**src/rtl/serial_argmax.sv**
```systemverilog
// rtl/serial_argmax.sv - framed streaming argmax with index, beat count and overflow flag
//
// Consumes signed samples framed by in_valid/in_ready/in_last and emits one
// result per frame: maximum value, 0-based index of its first occurrence,
// beat count minus one, and a sticky overflow flag for frames longer than
// 2**IDX_WIDTH beats.
//
// Optional feature macro: SERIAL_ARGMAX_MIN_EN
//   When defined, adds out_min / out_min_idx tracking the frame minimum.
//
// Ports:
//   clk          clock, rising edge
//   rst          asynchronous active-low reset
//   in_valid     input beat valid
//   in_ready     input beat accepted when in_valid & in_ready
//   in_data      signed sample
//   in_last      final beat of frame
//   out_valid    result valid, held until out_ready
//   out_ready    result consumed when out_valid & out_ready
//   out_max      signed frame maximum
//   out_idx      index of first occurrence of the maximum
//   out_count    beats in frame minus 1 (saturating)
//   out_ovf      frame exceeded 2**IDX_WIDTH beats
//   out_min      signed frame minimum            (SERIAL_ARGMAX_MIN_EN)
//   out_min_idx  index of first occurrence of min (SERIAL_ARGMAX_MIN_EN)

module serial_argmax #(
    parameter int WIDTH     = 4,
    parameter int IDX_WIDTH = 8
) (
    input  logic                        clk,
    input  logic                        rst,
    input  logic                        in_valid,
    output logic                        in_ready,
    input  logic signed [WIDTH-1:0]     in_data,
    input  logic                        in_last,
    output logic                        out_valid,
    input  logic                        out_ready,
    output logic signed [WIDTH-1:0]     out_max,
    output logic        [IDX_WIDTH-1:0] out_idx,
    output logic        [IDX_WIDTH-1:0] out_count,
    output logic                        out_ovf
`ifdef SERIAL_ARGMAX_MIN_EN
    ,
    output logic signed [WIDTH-1:0]     out_min,
    output logic        [IDX_WIDTH-1:0] out_min_idx
`endif
);

    localparam logic [IDX_WIDTH-1:0] IDX_MAX = '1;

    typedef enum logic {
        IDLE  = 1'b0,
        ACCUM = 1'b1
    } state_t;

    state_t state, state_nxt;

    logic signed [WIDTH-1:0]     acc_max, acc_max_nxt;
    logic        [IDX_WIDTH-1:0] acc_idx, acc_idx_nxt;
    logic        [IDX_WIDTH-1:0] cnt, cnt_nxt;
    logic                        ovf, ovf_nxt;
`ifdef SERIAL_ARGMAX_MIN_EN
    logic signed [WIDTH-1:0]     acc_min, acc_min_nxt;
    logic        [IDX_WIDTH-1:0] acc_min_idx, acc_min_idx_nxt;
`endif

    logic accept;
    logic emit;
    logic cnt_sat;

    // State register
    always_ff @(posedge clk or negedge rst) begin
        if (!rst) begin
            state <= IDLE;
        end else begin
            state <= state_nxt;
        end
    end

    // Next-state logic
    always_comb begin
        state_nxt = state;
        case (state)
            IDLE:    if (accept && !in_last) state_nxt = ACCUM;
            ACCUM:   if (accept && in_last)  state_nxt = IDLE;
            default: state_nxt = IDLE;
        endcase
    end

    // Output / handshake logic: a pending unconsumed result stalls all input.
    always_comb begin
        in_ready = !out_valid || out_ready;
        accept   = in_valid && in_ready;
        emit     = accept && in_last;
    end

    // Accumulator update. The emitted result is taken from these next values
    // so the last beat of the frame is included.
    always_comb begin
        acc_max_nxt = acc_max;
        acc_idx_nxt = acc_idx;
        cnt_nxt     = cnt;
        ovf_nxt     = ovf;
`ifdef SERIAL_ARGMAX_MIN_EN
        acc_min_nxt     = acc_min;
        acc_min_idx_nxt = acc_min_idx;
`endif
        cnt_sat = (cnt == IDX_MAX);
        if (accept) begin
            if (state == IDLE) begin
                acc_max_nxt = in_data;
                acc_idx_nxt = '0;
                cnt_nxt     = '0;
                ovf_nxt     = 1'b0;
`ifdef SERIAL_ARGMAX_MIN_EN
                acc_min_nxt     = in_data;
                acc_min_idx_nxt = '0;
`endif
            end else begin
                // Count saturates; beats past the limit mark the frame as
                // overflowed, and a new extreme found there takes the
                // saturated index.
                cnt_nxt = cnt_sat ? cnt : cnt + 1'b1;
                ovf_nxt = ovf || cnt_sat;
                if (in_data > acc_max) begin
                    acc_max_nxt = in_data;
                    acc_idx_nxt = cnt_nxt;
                end
`ifdef SERIAL_ARGMAX_MIN_EN
                if (in_data < acc_min) begin
                    acc_min_nxt     = in_data;
                    acc_min_idx_nxt = cnt_nxt;
                end
`endif
            end
        end
    end

    // Accumulator registers
    always_ff @(posedge clk or negedge rst) begin
        if (!rst) begin
            acc_max <= '0;
            acc_idx <= '0;
            cnt     <= '0;
            ovf     <= 1'b0;
`ifdef SERIAL_ARGMAX_MIN_EN
            acc_min     <= '0;
            acc_min_idx <= '0;
`endif
        end else begin
            acc_max <= acc_max_nxt;
            acc_idx <= acc_idx_nxt;
            cnt     <= cnt_nxt;
            ovf     <= ovf_nxt;
`ifdef SERIAL_ARGMAX_MIN_EN
            acc_min     <= acc_min_nxt;
            acc_min_idx <= acc_min_idx_nxt;
`endif
        end
    end

    // Result registers: a new emit overrides a simultaneous consume, so
    // out_valid stays high with fresh data on back-to-back frames.
    always_ff @(posedge clk or negedge rst) begin
        if (!rst) begin
            out_valid <= 1'b0;
            out_max   <= '0;
            out_idx   <= '0;
            out_count <= '0;
            out_ovf   <= 1'b0;
`ifdef SERIAL_ARGMAX_MIN_EN
            out_min     <= '0;
            out_min_idx <= '0;
`endif
        end else begin
            if (emit) begin
                out_valid <= 1'b1;
                out_max   <= acc_max_nxt;
                out_idx   <= acc_idx_nxt;
                out_count <= cnt_nxt;
                out_ovf   <= ovf_nxt;
`ifdef SERIAL_ARGMAX_MIN_EN
                out_min     <= acc_min_nxt;
                out_min_idx <= acc_min_idx_nxt;
`endif
            end else if (out_ready) begin
                out_valid <= 1'b0;
            end
        end
    end

endmodule
```
**config.mk**
```make
export PLATFORM = sky130hd
export DESIGN_NAME = serial_argmax
export DESIGN_NICKNAME = d
export VERILOG_FILES = /design/src/rtl/serial_argmax.sv
export SDC_FILE = /design/constraint.sdc
export NUM_CORES = 1
export LEC_CHECK = 0
export ABC_AREA = 1
export BUFFER_PORTS_ARGS = -buffer_cell sky130_fd_sc_hd__buf_2
export CELL_PAD_IN_SITES_DETAIL_PLACEMENT = 1
export CELL_PAD_IN_SITES_GLOBAL_PLACEMENT = 2
export CORE_MARGIN = 2
export CORE_UTILIZATION = 33
export DETAILED_ROUTE_END_ITERATION = 8
export PLACE_DENSITY_LB_ADDON = 0.1
export SYNTH_ARGS = -nofsm -noshare
export SYNTH_HDL_FRONTEND = slang
export SYNTH_SLANG_ARGS = --single-unit
```
**constraint.sdc**
```tcl
create_clock -name clk -period 1.81 [get_ports clk]
set_input_delay 0.181 -clock clk [delete_from_list [all_inputs] [get_ports clk]]
set_output_delay 0.181 -clock clk [all_outputs]
set_load 0.005 [all_outputs]
```
### Word-level counts from Yosys, hierarchy flattened

Cells that the tools add are included.

| word-level totals | value |
|---|---|
| bits of input ports | 9 |
| register bits after elaboration | 44 |
| memory bits (writable) | 0 |
| bits in latches | 0 |
| memory bits (read-only) | 0 |
| memories | 0 |
| word-level logic and storage cells | 38 |
| output and inout bits | 23 |

| cells by class | value |
|---|---|
| add/subtract/negate cells | 1 |
| bitwise logic cells | 1 |
| div/mod/pow operators | 0 |
| shift-type cells | 0 |
| $mul | 0 |
| multiplexer cells | 16 |
| equality and inequality tests | 1 |
| reductions and logical operators | 8 |
| magnitude comparators | 1 |

Operator list:

| operator | count |
|---|---|
| $mux W8 | 6 |
| $mux W4 | 3 |
| $add A8 B1 Y8 const B | 1 |
| $eq A8 B8 Y1 const B | 1 |
| $mux W1 | 6 |
| $gt A4 B4 Y1 | 1 |
| $logic_and A1 B1 Y1 | 3 |
| $logic_not A1 Y1 | 2 |
| $logic_or A1 B1 Y1 | 2 |
| $pmux W1 S2 | 1 |
| $reduce_bool A2 Y1 | 1 |
| $not A1 Y1 | 1 |

### Depth between registers and ports, before layout

Gate-level depths: netlist of run 1.

| logic depth | value |
|---|---|
| word-level depth | 6 |
| depth in mapped cells | 14 |
| mapped depth without buffers | 14 |

### Worst setup path after synthesis of run 1

Ideal clock, no wire load.

| path | value |
|---|---|
| path type | reg2reg |
| from | register acc_max[1] |
| to | register out_idx[0] |
| path buffers | 0 |
| setup time | 0.117 ns |
| data arrival time | 1.383 ns |
| clock period less this slack | 1.500 ns |
| slack | 0.310 ns |
| cell stages (with the launch flop) | 12 |
| required time | 1.693 ns |
| cell sequence | dfrtp_1 -> inv_1 -> ha_1 -> nand2_1 -> nand2_1 -> nand2_1 -> nand2_1 -> nand2_2 -> nand2_1 -> or2_1 -> nand3_1 -> nand2_1 |

| on the way | value |
|---|---|
| word-level cells in the longest chain between the ends | 4 |

RTL lines:

| what | RTL line | source |
|---|---|---|
| from (decl) | 59 | `logic signed [WIDTH-1:0] acc_max, acc_max_nxt;` |
| from (signal assigned) | 152 | `acc_max <= acc_max_nxt;` |
| $gt A4 B4 Y1 | 126 | `if (in_data > acc_max) begin` |
| $mux W8 | 126 |  |
| $mux W8 | 111 | `if (state == IDLE) begin` |
| $mux W8 | 110 | `if (accept) begin` |
| to (signal assigned) | 180 | `out_idx <= acc_idx_nxt;` |
| to (decl) | 40 | `output logic [IDX_WIDTH-1:0] out_idx,` |

No other way between the ends.
A chain may end at the register's enable or synchronous reset.

### Worst setup path after layout of run 1

| path | value |
|---|---|
| from | register acc_max[1] |
| to | register acc_max[0] |

| on the way | value |
|---|---|
| word-level cells in the longest chain between the ends | 4 |

RTL lines:

| what | RTL line |
|---|---|
| $gt A4 B4 Y1 | 126 |
| $mux W4 | 126 |
| $mux W4 | 111 |
| $mux W4 | 110 |
| named net acc_max_nxt[0] | 59 |

The timed path passes the listed nets, and every way through them passes these cells.

==> results of run 1 <==
## how the worst min path moves through the flow
stage	startpoint	to	slack (ns)	depth (start not counted)
after floorplan	rst	async pin	-0.11	0
after global placement	rst	out_count[4]$_DFFE_PN0P_	0.17	1
after detailed placement	rst	out_count[4]$_DFFE_PN0P_	0.17	1
after CTS	out_ready	out_valid$_DFFE_PN0P_	0.15	4
after global routing	out_ready	out_valid$_DFFE_PN0P_	0.18	4
final	out_ready	out_valid$_DFFE_PN0P_	0.16	4
## final cells by class
type / count / area share
tap: 77 / 0.0384
sequential: 44 / 0.439
timing repair buffer: 41 / 0.0977
clock inverter: 2 / 0.0140
multi-input combinational: 170 / 0.341
clock buffer: 6 / 0.0289
inverter: 26 / 0.0414
## cell usage in the layout, fill, tap and decap left out
master and instances:
buf_12 1, a21oi_1 3, clkinv_2 1, nand3_2 3, nand3_4 1, nand4_1 1
nand2_2 9, nand2_1 93, inv_4 1, clkbuf_8 5, bufinv_16 1, xor2_1 2
or2_2 1, nand3b_1 3, nor2_1 4, o21ai_2 1, nor3_4 1, o21ai_0 7
buf_2 31, dfrtp_1 44, clkinv_1 1, nand3_1 18, nor2_4 1, ha_1 5
dlygate4sd3_1 1, o21ai_1 10, and2_1 4, buf_4 8, clkbuf_1 1, inv_2 1
xnor2_1 1, inv_1 22, clkinvlp_4 1, or2_1 2
## worst max-delay path, stage by stage, from the launching register on
cell and delay [ns]:
dfrtp_1 0.36, inv_1 0.07, ha_1 0.24, nand2_1 0.07, nand2_1 0.05, nand2_1 0.06, nand2_1 0.06, nand2_2 0.09
nand3_4 0.10, nand2_2 0.19, nand2_1 0.10, and2_1 0.14
## state kept, by name, summed over array words and instances (netlist names), named ones only
register and cells:
acc_max 4, out_max 4, cnt 8, out_count 8, out_ovf 1, out_idx 8, acc_idx 8, ovf 1
out_valid 1
## power groups by stage
stage	combinational (mW)	clock [mW]	sequential [mW]
after floorplan	0.385	0	1.23
after global placement	0.601	0	1.23
after detailed placement	0.605	0	1.23
after CTS	0.609	0.779	1.22
after global routing	0.705	0.825	1.24
final	0.604	0.744	1.22
## what timing repair did
item	in CTS	in global routing
setup buffers	0	3
hold endpoints to repair	18	0
setup endpoints to repair	0	14
hold buffers	1	0
resized for setup	0	2
## per-stage QoR
step	power, mW	setup slack, ns
after global routing	2.77	0.00975
final	2.56	0.167
after CTS	2.61	0.0375
after global placement	1.84	0.0756
after floorplan	1.62	0.310
after detailed placement	1.84	0.0637
## logic make-up after synthesis
| group | share of synthesized area |
|---|---|
| AND/OR/NAND/NOR | 0.312 |
| flip-flops | 0.524 |
| buffers and inverters | 0.0691 |
| AO/OA/AOI/OAI | 0.0518 |
| adder cells (fa/ha/maj) | 0.0298 |
| XOR/XNOR | 0.0125 |
## layer usage
metal	up-vias	wire (um)	track usage
met5	-	0	0
met4	0	48	0.0484
met3	4	124	0.0366
met2	18	2190	0.240
met1	791	2440	0.207
li1	852	-	-
==> out/results.ini, run 1 <==
[critical_path]
cp-end-kind=register
startpoint=acc_max[1]$_DFF_PN0_
crit_fanout=9
regToRegSetupSlack_ns=0.17
crit_type=register to register
cp.required_ns=2.00
reg2reg_from=acc_max[1]$_DFF_PN0_
worstRegToRegCells=11
r2r-end=acc_max[0]$_DFF_PN0_
crit_end=acc_max[0]$_DFF_PN0_
start_kind=register
critPathArrivalTime_ns=1.83

[yosys]
synthTopCellsByArea=dfrtp_1, nand2_1, nand3_1
ys_seq_elements=44
synth.most_common_cell=nand2_1
syn_inst=247
yosys.area.top_type=dfrtp_1
synth_top_area_frac=0.524
synth_edf_count=0
syn_area_sq_mm=0.00210
ys_seq_area_frac=0.524
async_reset_ff_frac=1.00
syn_nets=261
syn_avg_cell_area_sq_um=8.50
ys_warn_count=0
yosys-top-cells-count=nand2_1, dfrtp_1, inv_1
ys_types=29
ys.flop_type=dfrtp_1

[cells_and_area]
layout-drive-gt1-share=0.232
antenna_cells=0
register_area_sq_mm=0.00110
instances_no_fill=366
num-nets-final=302
area_growth_pct=19.5
finalInstanceArea_sq_mm=0.00251
n_fill_cell=784
fin_util=0.402
multiInputGateArea_sq_um=856

[detailed_routing]
drtAntennaViolNets=0
drc_errors=0
drt_iter0_markers=37
num_vias=1665
drt_pre_antenna_iters=4
drt-total-wl_mm=4.81
vias_per_cell=4.55
post_drt_wl_per_cell_um=13.1

[sta]
fin_tns_setup_ns=0
rsz0062_at_grt=no
hold_violations=0
fmax_mhz=608
final.period_utilization=0.908
final_max_slew_viol_count=0
finalClockSkew_ns=0.00775
setup_viol=0
period_minus_slack_ns=1.64
maxSlewHeadroom=0.686
finalHoldWorstSlack_ns=0.160
worstMarginPinSlew_ns=0.471

[die]
die_width_um=83.8
core-area_sq_mm=0.00624
initial_core_util=0.336
die_area_sq_mm=0.00702
num_io_pins=32
rows=29
die_h_um=83.8

[clock_network]
htreeDepth=2
numCtsBuffers=5
clockRootBuffer=clkbuf_8
clk_latency_ns=0.29
clkTransAtPathRegs_ns=0.08
cts_tree=yes
cts.sinks=44
clockBufferDepth=2

[pwr]
ir_drop_mv=0.498
combPwrFrac=0.236
leakage_nw=1.39
clkPwrFrac=0.290
p_sw_frac=0.301
pwr_density_cell_mw_per_mm2=1020
p_seq_frac=0.474
p_int_mw=1.79
switchingPower_mw=0.771

[job]
drv_cap=0

[place]
place_area_sq_mm=0.00236
placed_cells=354
gp_congestion=0.728
dp_hpwl_mm=3.55
io_buffers=31

[min_path]
hp-class=primary input to register

[grt]
grt_pass1_vias=1765
antenna_found_initial=0
grt_max_degree=27
grt-ovfl-total=0
grt_pass1_wl_mm=8.51
grt_usage=0.152

[status]
outcome=finished, final reports clean

Note: power is estimated with default switching activity, not from simulation.
==> inputs of run 2 (changes only) <==
--- a/config.mk
+++ b/config.mk
@@ -9,10 +9,9 @@
 export BUFFER_PORTS_ARGS = -buffer_cell sky130_fd_sc_hd__buf_2
 export CELL_PAD_IN_SITES_DETAIL_PLACEMENT = 1
 export CELL_PAD_IN_SITES_GLOBAL_PLACEMENT = 2
-export CORE_MARGIN = 2
 export CORE_UTILIZATION = 33
 export DETAILED_ROUTE_END_ITERATION = 8
-export PLACE_DENSITY_LB_ADDON = 0.1
+export PLACE_DENSITY = 0.74
 export SYNTH_ARGS = -nofsm -noshare
 export SYNTH_HDL_FRONTEND = slang
 export SYNTH_SLANG_ARGS = --single-unit
==> out/results.ini, run 2 (synthesis results as in run 1) <==
[cells_and_area]
register_area_sq_mm=0.00110  ; unchanged
multiInputGateArea_sq_um=856  ; unchanged
instances_no_fill=364  ; was 366
mostFrequentLayoutCells=nand2_1, dfrtp_1, buf_2, inv_1, nand3_1  ; unchanged
final_common_cell=nand2_1  ; unchanged
antenna_cells=0  ; unchanged
layout-drive-gt1-share=0.228  ; was 0.232
num-nets-final=302  ; unchanged
finalInstanceArea_sq_mm=0.00248  ; was 0.00251 sq mm
n_fill_cell=751  ; was 784
area_growth_pct=18.0  ; was 19.5%

[die]
die_h_um=81.8  ; was 83.8 um
num_io_pins=32  ; unchanged
rows=28  ; was 29
initial_core_util=0.348  ; was 0.336
die_area_sq_mm=0.00669  ; was 0.00702 sq mm
core-area_sq_mm=0.00603  ; was 0.00624 sq mm
die_width_um=81.8  ; was 83.8 um

[place]
io_buffers=31  ; unchanged
place_area_sq_mm=0.00237  ; was 0.00236 sq mm
placed_cells=355  ; was 354
dp_hpwl_mm=3.65  ; was 3.55 mm
gp_congestion=0.773  ; was 0.728

[sta]
finalClockSkew_ns=0.00945  ; was 0.00775 ns
period_minus_slack_ns=1.64  ; about the same
fmax_mhz=610  ; was 608 MHz
final.period_utilization=0.905  ; was 0.908
hold_violations=0  ; unchanged
maxSlewHeadroom=0.610  ; was 0.686
fin_tns_setup_ns=0  ; unchanged
setup_viol=0  ; unchanged
final_max_slew_viol_count=0  ; unchanged
worstMarginPinSlew_ns=0.586  ; was 0.471 ns
rsz0062_at_grt=no  ; unchanged

[min_path]
hp-class=primary input to register  ; unchanged

[grt]
grt-ovfl-total=0  ; unchanged
grt_pass1_wl_mm=8.46  ; was 8.51 mm
grt_usage=0.170  ; was 0.152
grt_pass1_vias=1686  ; was 1765
antenna_found_initial=0  ; unchanged
grt_max_degree=45  ; was 27

[detailed_routing]
drt_pre_antenna_iters=4  ; unchanged
num_vias=1672  ; was 1665
drc_errors=0  ; unchanged
post_drt_wl_per_cell_um=13.7  ; was 13.1 um
drt-total-wl_mm=5.00  ; was 4.81 mm
drtAntennaViolNets=0  ; unchanged
drt_iter0_markers=37  ; unchanged
vias_per_cell=4.59  ; was 4.55

[clock_network]
clk_latency_ns=0.29  ; about the same
htreeDepth=2  ; unchanged
cts.sinks=44  ; unchanged
clkTransAtPathRegs_ns=0.09  ; was 0.08 ns
numCtsBuffers=5  ; unchanged
cts_tree=yes  ; unchanged
clockBufferDepth=2  ; unchanged
clockRootBuffer=clkbuf_8  ; unchanged

[critical_path]
reg2reg_from=acc_max[3]$_DFF_PN0_  ; was acc_max[1]$_DFF_PN0_
regToRegSetupSlack_ns=0.17  ; about the same
crit_end=acc_max[1]$_DFF_PN0_  ; was acc_max[0]$_DFF_PN0_
crit_fanout=7  ; was 9
cp-end-kind=register  ; unchanged
worstRegToRegCells=7  ; was 11
r2r-end=acc_max[1]$_DFF_PN0_  ; was acc_max[0]$_DFF_PN0_
critPathArrivalTime_ns=1.82  ; was 1.83 ns
crit_type=register to register  ; unchanged
startpoint=acc_max[3]$_DFF_PN0_  ; was acc_max[1]$_DFF_PN0_
cp.required_ns=1.99  ; was 2.00 ns
start_kind=register  ; unchanged

[pwr]
pwr_density_cell_mw_per_mm2=1000  ; was 1020 mW/mm^2
p_seq_frac=0.491  ; was 0.474
switchingPower_mw=0.793  ; was 0.771 mW
clkPwrFrac=0.262  ; was 0.290
p_sw_frac=0.319  ; was 0.301
p_int_mw=1.69  ; was 1.79 mW
ir_drop_mv=0.410  ; was 0.498 mV
combPwrFrac=0.247  ; was 0.236
leakage_nw=1.38  ; was 1.39 nW

[job]
drv_cap=0  ; unchanged

[status]
outcome=finished, final reports clean  ; unchanged

-- run 2: cell count changes in the layout (fill, tap and decap cells not counted), sizes merged --
| cell | before | now |
|---|---|---|
| bufinv | 1 | 0 |
| clkbuf | 6 | 7 |
| clkinv | 2 | 1 |
| inv | 24 | 25 |
-- run 2: worst max-delay path, cell delays in order, from the launching register on --
cell and delay [ns]:
dfrtp_1 0.37, inv_1 0.07, ha_1 0.23, or2_2 0.32
nand3_4 0.10, buf_4 0.17, nand3b_1 0.10, and2_1 0.17
-- run 2: per-stage QoR --
step / total power [mW] / hold slack, ns / utilization / setup slack [ns]
final: 2.49 / 0.154 / 0.411 / 0.172
after global placement: 1.84 / 0.304 / 0.393 / 0.171
after global routing: 2.67 / 0.185 / 0.411 / 0.0306
after detailed placement: 1.86 / 0.307 / 0.393 / 0.168
after CTS: 2.53 / 0.153 / 0.411 / 0.136
after floorplan: 1.62 / -0.115 / - / 0.310
-- run 2: per-layer routing --
layer  vias up  routed length [um]  track usage
met1       794                2620        0.250
met5         -                   0            0
met3         2                 109       0.0333
li1        856                   -            -
met2        20                2250        0.260
met4         0                  19       0.0316
-- run 2: timing repair --
action | in CTS | in global routing
endpoints found under the setup margin | 0 | 2
gates resized for setup | 0 | 1
buffers inserted | 0 | 0
endpoints found under the hold margin | 44 | 0
hold buffers | 1 | 0
-- run 2: worst min path at each step --
stage,start,to,slack (ns),cells past startpoint
2_1_floorplan,rst,async pin,-0.11,0
3_3_place_gp,rst,out_count[1]$_DFFE_PN0P_,0.30,2
3_5_place_dp,rst,out_count[0]$_DFFE_PN0P_,0.31,2
4_1_cts,out_ready,out_valid$_DFFE_PN0P_,0.15,4
5_1_grt,out_ready,out_valid$_DFFE_PN0P_,0.19,4
6_report,out_ready,out_valid$_DFFE_PN0P_,0.15,4
-- run 2: power by group through the flow --
stage               Clock [mW]  Sequential (mW)  Combinational (mW)
finish                   0.652             1.22               0.615
global route             0.712             1.24               0.720
CTS                      0.678             1.22               0.626
detailed placement           0             1.24               0.618
global placement             0             1.24               0.608
floorplan                    0             1.23               0.385
-- run 2: cell type report --
| type | count | share of cell area |
|---|---|---|
| Tap cell | 75 | 0.0379 |
| Multi-Input combinational cell | 170 | 0.345 |
| Inverter | 26 | 0.0404 |
| Clock buffer | 7 | 0.0348 |
| Clock inverter | 1 | 0.00303 |
| Sequential cell | 44 | 0.444 |
| Timing Repair Buffer | 41 | 0.0939 |
